==> src/rtl/ccx_pkg.sv <==
// Shared types for the core memory crossbar: owner encoding and request-type codes.
package ccx_pkg;

    typedef enum logic [1:0] {OWN_NONE, OWN_I, OWN_D} ccx_owner_t;

    localparam logic RTYPE_INSTR = 1'b0;
    localparam logic RTYPE_DATA  = 1'b1;

endpackage

==> src/rtl/core_mem_bus.sv <==
// Core-to-memory request/response bus. REQ is the requestor side, RSP the responder side.
interface core_mem_bus #(
    parameter int AW = 39,
    parameter int DW = 64
);
    logic              req;
    logic [AW-1:0]     addr;
    logic              wen;
    logic [DW/8-1:0]   strb;
    logic [DW-1:0]     wdata;
    logic              rtype;
    logic              gnt;
    logic              err;
    logic [DW-1:0]     rdata;

    modport REQ (output req, addr, wen, strb, wdata, rtype, input gnt, err, rdata);
    modport RSP (input req, addr, wen, strb, wdata, rtype, output gnt, err, rdata);
endinterface

==> src/rtl/ccx_mem_arb_sva.sv <==
// Protocol checks on the forwarded request: a locked owner must keep req high and its fields stable.
module ccx_mem_arb_sva
    import ccx_pkg::*;
#(
    parameter int AW = 39,
    parameter int DW = 64
) (
    input logic            clk,
    input logic            reset,
    input ccx_owner_t      own,
    input logic            req,
    input logic            wen,
    input logic [AW-1:0]   addr,
    input logic [DW/8-1:0] strb,
    input logic [DW-1:0]   wdata
);

    // own != NONE means last cycle this same port was forwarded and not yet granted
    a_no_drop: assert property (@(posedge clk) disable iff (reset)
        (own != OWN_NONE) |-> req);

    a_stable: assert property (@(posedge clk) disable iff (reset)
        (own != OWN_NONE) |-> $stable({addr, wen, strb, wdata}));

endmodule

==> src/rtl/ccx_mem_arb.sv <==
// Merges instruction-fetch and data requestors onto one memory bus: data priority,
// fetch anti-starvation counter, owner locked until the downstream grant.
module ccx_mem_arb
    import ccx_pkg::*;
#(
    parameter int AW         = 39,
    parameter int DW         = 64,
    parameter int STARVE_MAX = 4
) (
    input logic        g_clk,
    input logic        g_reset,
    core_mem_bus.RSP   imem,
    core_mem_bus.RSP   dmem,
    core_mem_bus.REQ   mem
);

    localparam int             CW   = $clog2(STARVE_MAX + 1);
    localparam logic [CW-1:0]  SMAX = CW'(STARVE_MAX);

    ccx_owner_t       own;
    ccx_owner_t       sel;
    logic [CW-1:0]    scnt;

    logic             fwd_req;
    logic             fwd_wen;
    logic             fwd_rtype;
    logic [AW-1:0]    fwd_addr;
    logic [DW/8-1:0]  fwd_strb;
    logic [DW-1:0]    fwd_wdata;

    // rtype from the upstream ports carries no meaning here; the arbiter sets its own
    logic unused_rtype;
    assign unused_rtype = imem.rtype ^ dmem.rtype;

    always_comb begin
        sel = OWN_NONE;
        if (g_reset) begin
            sel = OWN_NONE;
        end else if (own != OWN_NONE) begin
            sel = own;
        end else if (imem.req && dmem.req) begin
            sel = (scnt < SMAX) ? OWN_D : OWN_I;
        end else if (dmem.req) begin
            sel = OWN_D;
        end else if (imem.req) begin
            sel = OWN_I;
        end
    end

    always_comb begin
        fwd_req   = 1'b0;
        fwd_wen   = 1'b0;
        fwd_rtype = RTYPE_INSTR;
        fwd_addr  = '0;
        fwd_strb  = '0;
        fwd_wdata = '0;
        case (sel)
            OWN_I: begin
                fwd_req   = imem.req;
                fwd_wen   = imem.wen;
                fwd_rtype = RTYPE_INSTR;
                fwd_addr  = imem.addr;
                fwd_strb  = imem.strb;
                fwd_wdata = imem.wdata;
            end
            OWN_D: begin
                fwd_req   = dmem.req;
                fwd_wen   = dmem.wen;
                fwd_rtype = RTYPE_DATA;
                fwd_addr  = dmem.addr;
                fwd_strb  = dmem.strb;
                fwd_wdata = dmem.wdata;
            end
            default: ;
        endcase
    end

    assign mem.req   = fwd_req;
    assign mem.wen   = fwd_wen;
    assign mem.rtype = fwd_rtype;
    assign mem.addr  = fwd_addr;
    assign mem.strb  = fwd_strb;
    assign mem.wdata = fwd_wdata;

    always_comb begin
        imem.gnt   = 1'b0;
        imem.err   = 1'b0;
        imem.rdata = '0;
        dmem.gnt   = 1'b0;
        dmem.err   = 1'b0;
        dmem.rdata = '0;
        if (sel == OWN_I) begin
            imem.gnt   = mem.gnt;
            imem.err   = mem.err;
            imem.rdata = mem.rdata;
        end else if (sel == OWN_D) begin
            dmem.gnt   = mem.gnt;
            dmem.err   = mem.err;
            dmem.rdata = mem.rdata;
        end
    end

    always_ff @(posedge g_clk) begin
        if (g_reset) begin
            own  <= OWN_NONE;
            scnt <= '0;
        end else begin
            if (mem.gnt) begin
                own <= OWN_NONE;
            end else if (fwd_req) begin
                own <= sel;
            end
            // only contended data wins count against fetch
            if (fwd_req && mem.gnt) begin
                if (sel == OWN_D && imem.req) begin
                    if (scnt < SMAX) scnt <= scnt + CW'(1);
                end else if (sel == OWN_I) begin
                    scnt <= '0;
                end
            end
        end
    end

    ccx_mem_arb_sva #(.AW(AW), .DW(DW)) u_sva (
        .clk   (g_clk),
        .reset (g_reset),
        .own   (own),
        .req   (fwd_req),
        .wen   (fwd_wen),
        .addr  (fwd_addr),
        .strb  (fwd_strb),
        .wdata (fwd_wdata)
    );

endmodule

==> src/flat_wrapper.sv <==
// flat-port wrapper written by rule: the top's interface ports become plain ports
module ccx_mem_arb_flat import ccx_pkg::*;
#(
    parameter int AW         = 39,
    parameter int DW         = 64,
    parameter int STARVE_MAX = 4
)
  (g_clk, g_reset, imem_req, imem_addr, imem_wen, imem_strb, imem_wdata, imem_rtype, imem_gnt, imem_err, imem_rdata, dmem_req, dmem_addr, dmem_wen, dmem_strb, dmem_wdata, dmem_rtype, dmem_gnt, dmem_err, dmem_rdata, mem_req, mem_addr, mem_wen, mem_strb, mem_wdata, mem_rtype, mem_gnt, mem_err, mem_rdata);
  core_mem_bus #(.AW(AW), .DW(DW)) imem_i ();
  core_mem_bus #(.AW(AW), .DW(DW)) dmem_i ();
  core_mem_bus #(.AW(AW), .DW(DW)) mem_i ();
  input logic g_clk;
  input logic g_reset;
  input wire logic [$bits(imem_i.req)-1:0] imem_req;
  input wire logic [$bits(imem_i.addr)-1:0] imem_addr;
  input wire logic [$bits(imem_i.wen)-1:0] imem_wen;
  input wire logic [$bits(imem_i.strb)-1:0] imem_strb;
  input wire logic [$bits(imem_i.wdata)-1:0] imem_wdata;
  input wire logic [$bits(imem_i.rtype)-1:0] imem_rtype;
  output wire logic [$bits(imem_i.gnt)-1:0] imem_gnt;
  output wire logic [$bits(imem_i.err)-1:0] imem_err;
  output wire logic [$bits(imem_i.rdata)-1:0] imem_rdata;
  input wire logic [$bits(dmem_i.req)-1:0] dmem_req;
  input wire logic [$bits(dmem_i.addr)-1:0] dmem_addr;
  input wire logic [$bits(dmem_i.wen)-1:0] dmem_wen;
  input wire logic [$bits(dmem_i.strb)-1:0] dmem_strb;
  input wire logic [$bits(dmem_i.wdata)-1:0] dmem_wdata;
  input wire logic [$bits(dmem_i.rtype)-1:0] dmem_rtype;
  output wire logic [$bits(dmem_i.gnt)-1:0] dmem_gnt;
  output wire logic [$bits(dmem_i.err)-1:0] dmem_err;
  output wire logic [$bits(dmem_i.rdata)-1:0] dmem_rdata;
  output wire logic [$bits(mem_i.req)-1:0] mem_req;
  output wire logic [$bits(mem_i.addr)-1:0] mem_addr;
  output wire logic [$bits(mem_i.wen)-1:0] mem_wen;
  output wire logic [$bits(mem_i.strb)-1:0] mem_strb;
  output wire logic [$bits(mem_i.wdata)-1:0] mem_wdata;
  output wire logic [$bits(mem_i.rtype)-1:0] mem_rtype;
  input wire logic [$bits(mem_i.gnt)-1:0] mem_gnt;
  input wire logic [$bits(mem_i.err)-1:0] mem_err;
  input wire logic [$bits(mem_i.rdata)-1:0] mem_rdata;
  assign imem_i.req = imem_req;
  assign imem_i.addr = imem_addr;
  assign imem_i.wen = imem_wen;
  assign imem_i.strb = imem_strb;
  assign imem_i.wdata = imem_wdata;
  assign imem_i.rtype = imem_rtype;
  assign imem_gnt = imem_i.gnt;
  assign imem_err = imem_i.err;
  assign imem_rdata = imem_i.rdata;
  assign dmem_i.req = dmem_req;
  assign dmem_i.addr = dmem_addr;
  assign dmem_i.wen = dmem_wen;
  assign dmem_i.strb = dmem_strb;
  assign dmem_i.wdata = dmem_wdata;
  assign dmem_i.rtype = dmem_rtype;
  assign dmem_gnt = dmem_i.gnt;
  assign dmem_err = dmem_i.err;
  assign dmem_rdata = dmem_i.rdata;
  assign mem_req = mem_i.req;
  assign mem_addr = mem_i.addr;
  assign mem_wen = mem_i.wen;
  assign mem_strb = mem_i.strb;
  assign mem_wdata = mem_i.wdata;
  assign mem_rtype = mem_i.rtype;
  assign mem_i.gnt = mem_gnt;
  assign mem_i.err = mem_err;
  assign mem_i.rdata = mem_rdata;
  ccx_mem_arb #(.AW(AW), .DW(DW), .STARVE_MAX(STARVE_MAX)) u_core (.g_clk(g_clk), .g_reset(g_reset), .imem(imem_i), .dmem(dmem_i), .mem(mem_i));
endmodule
==> config.mk <==
export PLATFORM = sky130hd
export DESIGN_NAME = ccx_mem_arb_flat
export DESIGN_NICKNAME = d
export VERILOG_FILES = /design/src/rtl/ccx_pkg.sv /design/src/rtl/core_mem_bus.sv /design/src/rtl/ccx_mem_arb_sva.sv /design/src/rtl/ccx_mem_arb.sv /design/src/flat_wrapper.sv
export SDC_FILE = /design/constraint.sdc
export NUM_CORES = 1
export LEC_CHECK = 0
export CAP_MARGIN = 10
export CORE_AREA = 2 2 208 210
export DETAILED_ROUTE_END_ITERATION = 12
export DIE_AREA = 0 0 210 212
export HOLD_SLACK_MARGIN = 0.05
export MAX_ROUTING_LAYER = met4
export PLACE_DENSITY = 0.39
export SETUP_SLACK_MARGIN = 0.1
export SYNTH_ARGS = -nofsm -noshare
export SYNTH_HDL_FRONTEND = slang
export SYNTH_HIERARCHICAL = 1
export SYNTH_SLANG_ARGS = --single-unit
==> constraint.sdc <==
create_clock -name g_clk -period 2.73 [get_ports g_clk]
set_input_delay 0.546 -clock g_clk [delete_from_list [all_inputs] [get_ports g_clk]]
set_output_delay 0.546 -clock g_clk [all_outputs]
set_load 0.02 [all_outputs]
==> out/results.ini <==
[sta]
fin_skew_ns = 0.000456
finalHoldViolations = 0
worstMarginPinSlew_ns = 0.397
rsz0062_at_grt = yes
setup_viol = 16
fin_crit_sh_pct = 101
drv_slew = 0
max_slew_margin_pct = 73.5
fmax_mhz = 364
setup_ws_ns = -0.0197
min_period_ns = 2.75

[finish]
drive_gt1_share_pct = 60.3
multiInputGateArea_um2 = 3410
stdcell_count = 1605
design_area_um2 = 11000
syn_to_final_growth_pct = 304
nets = 1357
fillers = 4629
regArea_um2 = 109

[place]
place_congestion = 0.815
dpl.hpwl_um = 20700
port-buffer-count = 539
place_area_um2 = 9500
dp_cells = 1533

[logic_synthesis]
synthAdderAreaFrac_pct = 1.37
synth_xor_area_share_pct = 0
synthMuxAreaShare_pct = 0.733
synth-edff-count = 0
synthFlopType = dfxtp_1
synth-simple-area-share_pct = 49.6
ys_types = 29
yosysWarnings = 6
yosysSeqAreaShare_pct = 3.67
async_reset_ff_share_pct = 0
ys_ff_latch = 5
synth_compound_area_share_pct = 35.1
syn_area_um2 = 2730
synth_nets = 755
synth.top_cell.area_share_pct = 31.1
yosysMostFrequentCell = and2_1
synth_top_family_by_area = simple AND/OR/NAND/NOR gates
synth_cells = 456
netlist_top_cells_area = a22oi_1 31%, and2_1 30%, nor2_1 16%
synth_top_cells_by_count = 132 x and2_1, 118 x nor2_1, 113 x a22oi_1
avgSynthCellArea_um2 = 5.99
synth_top_area_cell = a22oi_1

[worst_setup_path]
ff2ff_setup_slack_ns = 0.39
cp-end-kind = primary output
worstPathRequired_ns = 2.18
crit_fanout = 8
worstPathArrival_ns = 2.20
path_class = in2out
startpoint_type = input pin

[routing]
drt_iter0_drc = 213
dr.pass1.iters = 4
routedWlPerCell_um = 17.8
via_per_inst = 3.57
totalWireLength_um = 28600
postRouteAntennaNets = 0
route.detailed.drc = 0
vias = 5725

[die]
ioPinCount = 542
die_w_um = 210
die_area_um2 = 44500
core_um2 = 42500
initial_core_util_pct = 6.42
die_h_um = 212
rows = 76

[power_and_ir_drop]
seqPwrFrac_pct = 3.7
p_clk_share_pct = 12.4
switching_share_pct = 38.1
ir_drop_uv = 151
power_density_nw_per_um2 = 179
leakage_nw = 4.58
p_int_w = 0.00122
p_comb_share_pct = 83.9
p_switching_w = 0.000751

[cts]
cts.htree.levels = 1
cts_buffers = 3
clockBufferDepth = 2
cts_sinks = 5
clock_latency_ns = 0.23
clk_pin_slew_ns = 0.03
root_buffer = clkbuf_16
tritoncts = done

[flow_run]
cap_viol_max_count = 0

[status]
violations = setup timing
status = finished, violations left

[global_route]
grt_max_degree = 34
grt_overflow_total = 0
grt_pass1_wl_um = 36100
globalRouteTotalUtil_pct = 10.9
antenna_found_initial = 1
grt_pass1_vias = 5411

[min_path]
hp-class = reg2reg

registers in the layout (all words and copies together) (netlist names):
signal / count
u_core/own: 2
u_core/scnt: 3
worst max-delay path: stages:
cell and delay, ns:
buf_8 0.11, nand2_4 0.06, a31oi_4 0.08, or2_4 0.25, ha_4 0.19, and2b_4 0.28, buf_6 0.10, buf_6 0.09
buf_12 0.11, buf_16 0.13, and2_4 0.14, buf_6 0.11
layer usage:
metal  vias up  share of wire (%)  GRT usage [%]
met4         0               0.37          0.758
met5         -                  0              -
met3         6                4.5           1.48
met1      2695                 43           13.7
met2       223                 52           19.5
li1       2801                  -              -
area by class of cell:
class	count	share of cell area [%]
diodes	2	0.0454
clock buffers	4	0.715
inverters	5	0.170
multi-input cells	391	30.9
flip-flops and latches	5	0.987
well taps	546	6.19
repair buffers	652	60.9
cell usage in the layout (no fill, tap or decap), drive strengths merged, types with 3 or more instances in the layout:
cell,n
clkdlybuf4s50,290
buf,272
and2,132
nor2,118
a22oi,113
clkbuf,65
dlygate4sd2,16
dlymetal6s2s,10
inv,5
dfxtp,5
or2,3
nand2b,3
ha,3
per-stage QoR:
stage	setup TNS (ns)	power [W]	utilization [%]	setup WS, ns	hold slack, ns
after global placement	-204.27	0.00143	22.3	-0.938	0.465
after CTS	-6.14	0.00177	23.6	-0.0956	0.480
after global routing	-1.41	0.00207	25.9	-0.0853	0.503
final	-0.157	0.00197	26.0	-0.0197	0.478
after floorplan	0	0.000584	-	0.0881	0.452
after detailed placement	-204.40	0.00142	22.3	-0.942	0.466
what timing repair did:
item | 4_1_cts | 5_1_grt
gates cloned | 9 | 13
hold buffers | 0 | 0
endpoints found under the setup margin | 251 | 244
pin swaps | 17 | 88
resized for setup | 799 | 524
buffers inserted | 19 | 27
final timing paths:
kind | startpoint | to | depth (start not counted)
max | imem_req | dmem_rdata[63] | 12
min | u_core/scnt[1]$_SDFFE_PP0P_ | u_core/scnt[1]$_SDFFE_PP0P_ | 2
max reg2reg | u_core/scnt[2]$_SDFFE_PP0P_ | u_core/scnt[1]$_SDFFE_PP0P_ | 9
min reg2reg | u_core/scnt[1]$_SDFFE_PP0P_ | u_core/scnt[1]$_SDFFE_PP0P_ | 2
power by group through the flow:
| stage | clock network [W] | logic (W) | registers [W] |
|---|---|---|---|
| after floorplan | 0 | 0.000509 | 0.0000749 |
| after global placement | 0 | 0.00136 | 0.0000750 |
| after detailed placement | 0 | 0.00135 | 0.0000750 |
| final | 0.000244 | 0.00165 | 0.0000721 |
| after global routing | 0.000256 | 0.00175 | 0.0000721 |
| after CTS | 0.000249 | 0.00145 | 0.0000730 |
logic make-up after synthesis:
group | Yosys count
AND/OR/NAND/NOR | 263
AO/OA/AOI/OAI | 123
buffers and inverters | 60
flip-flops | 5
adder cells (fa/ha/maj) | 3
multiplexers | 2
(Power assumes the default switching activity.)
